## src/rtl/deserializer.sv

```systemverilog
// Serial-to-parallel receive stage.
// Reassembles a strobed one-bit stream into WIDTH-bit words. A word begins
// at a bit marked by frame_start. An optional even-parity bit follows the
// last data bit. Truncated frames pulse frame_err and parity failures pulse
// parity_err; both are single-cycle pulses.
//
// Strobe semantics: the bit on ser_in (with frame_start) is consumed on every
// rising edge where ser_valid=1. No backpressure exists, so the block accepts
// one bit per clock indefinitely. frame_start has no effect when ser_valid=0.
module deserializer #(
    parameter int WIDTH     = 8,   // data bits per word, 2..32
    parameter int LSB_FIRST = 0,   // 1: first serial bit is the word LSB
    parameter int PARITY_EN = 0    // 1: an even-parity bit follows each word
) (
    input  logic             clk,
    input  logic             rst_n,
    input  logic             ser_in,
    input  logic             ser_valid,
    input  logic             frame_start,
    output logic [WIDTH-1:0] par_out,
    output logic             par_valid,
    output logic             busy,
    output logic             frame_err,
    output logic             parity_err,
    output logic [1:0]       state_dbg
);

    typedef enum logic [1:0] {
        IDLE   = 2'd0,
        SHIFT  = 2'd1,
        PARITY = 2'd2
    } state_t;

    // cnt must be able to hold WIDTH-1 for every legal WIDTH.
    localparam int CW = $clog2(WIDTH + 1);
    localparam logic [CW-1:0] CNT_ONE  = CW'(1);
    localparam logic [CW-1:0] CNT_LAST = CW'(WIDTH - 1);

    state_t           state;
    logic [CW-1:0]    cnt;
    logic [WIDTH-1:0] sr;

    // Candidate shift-register values for the bit currently on ser_in.
    logic [WIDTH-1:0] sr_shift;  // sr with ser_in shifted in
    logic [WIDTH-1:0] sr_first;  // empty register holding only ser_in as bit 0
    logic             last_bit;  // this bit completes the data portion

    // Shift-direction selection and end-of-data detection.
    always_comb begin
        sr_shift = '0;
        sr_first = '0;
        if (LSB_FIRST != 0) begin
            sr_shift = {ser_in, sr[WIDTH-1:1]};
            sr_first = {ser_in, {(WIDTH-1){1'b0}}};
        end else begin
            sr_shift = {sr[WIDTH-2:0], ser_in};
            sr_first = {{(WIDTH-1){1'b0}}, ser_in};
        end
        last_bit = (cnt == CNT_LAST);
    end

    // Receive FSM: framing, assembly, parity and completion pulses.
    always_ff @(posedge clk) begin
        if (!rst_n) begin
            state      <= IDLE;
            cnt        <= '0;
            sr         <= '0;
            par_out    <= '0;
            par_valid  <= 1'b0;
            frame_err  <= 1'b0;
            parity_err <= 1'b0;
        end else begin
            // Pulses default low; they are raised for one cycle below.
            par_valid  <= 1'b0;
            frame_err  <= 1'b0;
            parity_err <= 1'b0;

            if (ser_valid) begin
                unique case (state)
                    IDLE: begin
                        // Unframed bits are dropped while idle.
                        if (frame_start) begin
                            sr    <= sr_first;
                            cnt   <= CNT_ONE;
                            state <= SHIFT;
                        end
                    end

                    SHIFT: begin
                        if (frame_start) begin
                            // Early start: abandon the partial word and
                            // restart with this bit as bit 0.
                            frame_err <= 1'b1;
                            sr        <= sr_first;
                            cnt       <= CNT_ONE;
                        end else if (last_bit) begin
                            sr  <= sr_shift;
                            cnt <= '0;
                            if (PARITY_EN != 0) begin
                                state <= PARITY;
                            end else begin
                                par_out   <= sr_shift;
                                par_valid <= 1'b1;
                                state     <= IDLE;
                            end
                        end else begin
                            sr  <= sr_shift;
                            cnt <= cnt + CNT_ONE;
                        end
                    end

                    PARITY: begin
                        if (frame_start) begin
                            frame_err <= 1'b1;
                            sr        <= sr_first;
                            cnt       <= CNT_ONE;
                            state     <= SHIFT;
                        end else begin
                            // Even parity: data XOR parity bit must be 0.
                            par_out    <= sr;
                            par_valid  <= 1'b1;
                            parity_err <= (^sr) ^ ser_in;
                            state      <= IDLE;
                        end
                    end

                    default: begin
                        state <= IDLE;
                        cnt   <= '0;
                    end
                endcase
            end
        end
    end

    // busy and the debug view follow the state register directly.
    assign busy      = (state != IDLE);
    assign state_dbg = state;

endmodule

```

## config.mk

```make
export PLATFORM = sky130hd
export DESIGN_NAME = deserializer
export DESIGN_NICKNAME = d
export VERILOG_FILES = /design/src/rtl/deserializer.sv
export SDC_FILE = /design/constraint.sdc
export NUM_CORES = 1
export LEC_CHECK = 0
export CORE_MARGIN = 5
export CORE_UTILIZATION = 48
export CTS_CLUSTER_DIAMETER = 50
export CTS_CLUSTER_SIZE = 28
export DETAILED_ROUTE_END_ITERATION = 10
export GPL_TIMING_DRIVEN = 0
export PLACE_DENSITY_LB_ADDON = 0.12
export SLEW_MARGIN = 40
export SYNTH_ARGS = -nofsm -noshare
export SYNTH_HDL_FRONTEND = slang
export SYNTH_SLANG_ARGS = --single-unit
```

## constraint.sdc

```tcl
create_clock -name clk -period 1.95 [get_ports clk]
set_clock_uncertainty 0.15 [all_clocks]
set_input_delay 0.195 -clock clk [delete_from_list [all_inputs] [get_ports clk]]
set_output_delay 0.195 -clock clk [all_outputs]
set_load 0.01 [all_outputs]
```

Yosys cells after proc, flatten, opt, wreduce, memory -nomap -nowiden
Index checks and enable logic that the tools add are counted.
{"block": "totals", "ff_bits": 25, "in_bits": 5, "output_inout_bits": 14, "wordCells": 55}
{"block": "classes", "bitwise_logic": 4, "n_addsub": 1, "n_eq_ne": 8, "mux": 21, "n_reduce_logical": 14}
{"cell": "$mux W8", "n": 5}
{"cell": "$pmux W8 S2", "n": 2}
{"cell": "$mux W4", "n": 3}
{"cell": "$ne A2 B2 Y1 const B", "n": 4}
{"cell": "$pmux W4 S2", "n": 1}
{"cell": "$reduce_xor A8 Y1", "n": 1}
{"cell": "$mux W2", "n": 3}
{"cell": "$pmux W2 S3", "n": 1}
{"cell": "$reduce_and A3 Y1", "n": 2}
{"cell": "$reduce_bool A2 Y1", "n": 3}
{"cell": "$mux W1", "n": 5}
{"cell": "$reduce_and A5 Y1", "n": 1}
{"cell": "$add A4 B1 Y4 const B", "n": 1}
{"cell": "$eq A4 B3 Y1 const B", "n": 1}
{"cell": "$reduce_and A2 Y1", "n": 2}
{"cell": "$reduce_and A4 Y1", "n": 1}
{"cell": "$reduce_or A2 Y1", "n": 2}
{"cell": "$reduce_or A4 Y1", "n": 1}
{"cell": "$not A1 Y1", "n": 3}
{"cell": "$eq A2 B1 Y1 const B", "n": 1}
{"cell": "$eq A2 B2 Y1 const B", "n": 1}
{"cell": "$logic_not A2 Y1", "n": 1}
{"cell": "$ne A2 B1 Y1 const B", "n": 1}
{"cell": "$pmux W1 S2", "n": 1}
{"cell": "$xor A1 B1 Y1", "n": 1}

Logic depth before layout (Yosys ltp)
Gate-level depths: netlist (run 1).
{"block": "logic_depth", "ltp_word": 4, "depth_mapped": 5, "ltp_nobuf": 4}

Least setup slack after synthesis (run 1)
OpenSTA, ideal clock, no wires.
{"block": "synth_path", "kind": "reg-to-reg", "startpoint": "register cnt[0]", "endpoint": "register cnt[3]", "setup_ns": 0.070, "path_stages_with_launch": 6, "n_path_buf": 1, "slack_ns": 0.316, "arrival_time_ns": 1.414, "t_required_ns": 1.730, "synth_period_minus_slack_ns": 1.634, "path_cell_list": "dfxtp_1 -> ha_1 -> and3b_1 -> buf_6 -> or4_1 -> a21boi_1"}
{"block": "synth_between", "elab_chain_cells": 4, "word_cells_on_any_way": 5, "classes_between": "add/sub (1); eq/ne (1); mux (3)"}
{"element": "start, declared", "line_no": "40", "rtl": "logic [CW-1:0] cnt;"}
{"element": "start signal, assigned", "line_no": "108", "rtl": "cnt <= cnt + CNT_ONE;"}
{"element": "$add A4 B1 Y4 or $eq A4 B3 Y1 (tied branches)", "line_no": "108, 59"}
{"element": "$mux W4 (*)", "line_no": "96", "rtl": "end else if (last_bit) begin"}
{"element": "$mux W4 (*)", "line_no": "90", "rtl": "if (frame_start) begin"}
{"element": "$pmux W4 S2 (*)", "line_no": "79", "rtl": "unique case (state)"}
Mark *: on every way between the ends. The rest lies on a longest branch, timed or not.
A chain may end at the register's enable or synchronous reset.

Worst setup path in the final report (run 1)
{"block": "layout_path", "startpoint": "register state[0] (netlist: state_dbg[0])", "endpoint": "output port state_dbg[0]"}
{"element": "start, declared", "line_no": "39", "rtl": "state_t state;"}
{"element": "start signal, assigned", "line_no": "65", "rtl": "state <= IDLE;"}
{"element": "start signal, assigned", "line_no": "85", "rtl": "state <= SHIFT;"}
{"element": "start signal, assigned", "line_no": "100", "rtl": "state <= PARITY;"}
{"element": "end, declared", "line_no": "25", "rtl": "output logic [1:0] state_dbg"}
No word-level cell between the ends.

==> summary.txt, run 1 <==
Outcome
  • Status: complete, no violations

Synthesis
  • Part of the Yosys area used for sequential elements: 47.6%
  • Synthesized cell area: 926 um^2
  • Post-synth top cells: 22 x dfxtp_1, 10 x o21ai_0, 9 x a21boi_0, 9 x nand3_1
  • Syn Inst Count: 95
  • Post-synth EDFFs: 0
  • Area leader, netlist: dfxtp_1
  • Flops & latches, synth: 22
  • Top cells by area, synth: dfxtp_1 48%, a21boi_0 7.3%, a22oi_1 6.5%
  • Synth Flop Type: dfxtp_1
  • Synth Area per Inst: 9.75 um^2
  • Ys Warns: 0
  • Ys async rst share: 0%
  • Distinct cell type count after synthesis: 27
  • Yosys top cell area share: 47.6%
  • Most common cell in the netlist: dfxtp_1

Run
  • Total of max-cap violations: 0

Floorplan
  • Die Area: 2910 um^2
  • Initial Util: 51.9%
  • # IOs: 19
  • Num rows: 15
  • Die Y: 53.9 um
  • Die W: 53.9 um
  • Core area: 1780 um^2

Placed design
  • Placed cell area: 1120 um^2
  • Port Buffers: 16
  • Routability congestion estimate from global placement: 0.749

Finish
  • Inserted Diodes: 0
  • Share of cells above drive strength 1: 12.1%
  • Area grow syn2layout: 26.8%
  • Multi-input gate area: 423 um^2
  • Nets: 123
  • Fillers: 149
  • Reg area: 440 um^2
  • Design Area, Final: 1170 um^2

Clock tree
  • CTS tree: built
  • Register clock-pin slew on the reported worst setup and hold paths: 0.12 ns
  • Max Root-Sink Buffers: 2
  • TritonCTS buffer count: 3
  • Hold Buf Count CTS: 0
  • Htree depth: 1
  • CTS sink count: 22
  • CTS root buf: clkbuf_4
  • Clock Latency Late Sink: 0.31 ns
  • Post-CTS Resized: 0
  • Post-CTS setup buffer count: 0

GRT
  • Total track usage: 15.0%
  • Vias in the first global route: 704
  • Total gr overflow: 0
  • Global-route wire length before repair: 3.07 mm
  • Largest net degree at the start of global routing: 14
  • Antenna violations before repair: 0

Timing
  • Min Tclk post-route: 1.79 ns
  • Hold Fails Final Rpt: 0
  • Max Clk Rate: 0.558 GHz
  • Hold Slack: 0.335 ns
  • Unrepaired setup endpoints after global routing: false
  • Slew Viols, Final: 0
  • Setup violators final: 0
  • Sum Neg Setup Slack: 0 ns
  • Final period util: 92.0%

Min path
  • Hold Startpoint: par_out[1]
  • Hold Crit Endpoint: par_out[1]
  • Worst min path class: reg2reg
  • Worst Hold Depth: 2

Route
  • Initial DRT Pass Iterations: 4
  • Starting DRT DRC Count: 23
  • Avg WL per Cell: 13.2 um
  • DRT antenna net count: 0
  • Vias per cell: 5.33
  • Routed WL: 1.86 mm
  • Via count: 752
  • Drc violations: 0

Worst setup path
  • Worst R2R Start: cnt[0]
  • Cell depth of the worst flop-to-flop path: 5
  • WS Path Type: reg2out
  • Req. time, crit path: 1.60 ns
  • Worst Setup Start Kind: register
  • Setup slack, reg-to-reg: 0.24 ns
  • Arr. time, crit path: 1.45 ns
  • CP Capture Type: output port
  • CP Max Fanout: 8
  • R2r endpoint: cnt[3]

Power
  • Pwr/cell area: 738 nW/um^2
  • Max VDD drop: 0.000393 V
  • Leakage: 0.436 nW
cell usage in the layout, fill, tap and decap left out, types with 2 or more instances in the layout:
| cell | Yosys | final |
|---|---|---|
| o21ai_0 | 10 | 10 |
| a22oi_1 | 8 | 8 |
| nand3_1 | 9 | 9 |
| buf_4 | 4 | 4 |
| clkbuf_4 | 0 | 3 |
| conb_1 | 1 | 2 |
| buf_2 | 2 | 2 |
| dfxtp_1 | 22 | 22 |
| inv_1 | 2 | 2 |
| nor2b_1 | 8 | 8 |
| and3b_1 | 2 | 2 |
| a21boi_0 | 9 | 9 |
| clkdlybuf4s50_1 | 0 | 16 |
| mux2i_1 | 2 | 2 |
| clkbuf_1 | 2 | 2 |
cells by family after synthesis:
kind of cell,after synthesis,synth area share [%]
compound gates,30,21.9
fa+ha+maj,1,1.35
buf+inv,11,7.16
flops,22,47.6
mux,2,2.16
other cells,1,0.405
simple gates,28,19.5
registers in the layout (all words and copies together) (netlist names):
name / cells
cnt: 4
frame_err: 1
par_out: 8
par_valid: 1
sr: 7
state_dbg: 1
per-stage QoR:
step / total power [mW] / std cells / setup WS [ns] / util (%)
detailed placement: 0.529 / 137 / -0.00422 / 62.9
global placement: 0.528 / 137 / 0.0361 / 62.9
floorplan: 0.504 / 96 / 0.316 / -
global route: 0.901 / 141 / 0.0319 / 65.8
finish: 0.866 / 141 / 0.156 / 65.8
CTS: 0.878 / 141 / 0.136 / 65.8
routing by layer:
metal	global-route usage (%)	wire [um]
met2	23.8	856
met4	10.2	60
met3	2.49	87
met5	0	0
met1	18.5	853
critical path, cell delays in order, from the launching register on:
cell and delay (ns):
dfxtp_1 0.47, buf_4 0.15, clkdlybuf4s50_1 0.52
cell type report:
type                       count  area share [%]
tap                           25            2.67
clock inverter                 1            2.56
buffer                         9            5.01
clock buffer                   3            1.92
timing repair buffer          16            13.6
sequential                    22            37.5
inverter                       2           0.640
multi-input combinational     63            36.0
power by group:
group / switching [mW] / internal (mW)
combinational: 0.0278 / 0.0316
sequential: 0.00546 / 0.454
clock: 0.139 / 0.208
how the worst max path moves through the flow:
stage	slack (ns)	depth (start not counted)	to	start
2_1_floorplan	0.32	5	cnt[3]	cnt[0]
3_3_place_gp	0.04	4	cnt[3]	frame_start
3_5_place_dp	-0.004	4	cnt[3]	frame_start
4_1_cts	0.14	2	state_dbg[0]	state_dbg[0]
5_1_grt	0.03	2	state_dbg[0]	state_dbg[0]
6_report	0.16	2	state_dbg[0]	state_dbg[0]
Note: power is estimated with default switching activity, not from simulation.
==> run 2, diff against run 1 <==
CTS_CLUSTER_DIAMETER = default   (was 50)
==> results of run 2 <==
Same layout as run 1: the final DEF is identical, and so are final timing and power.
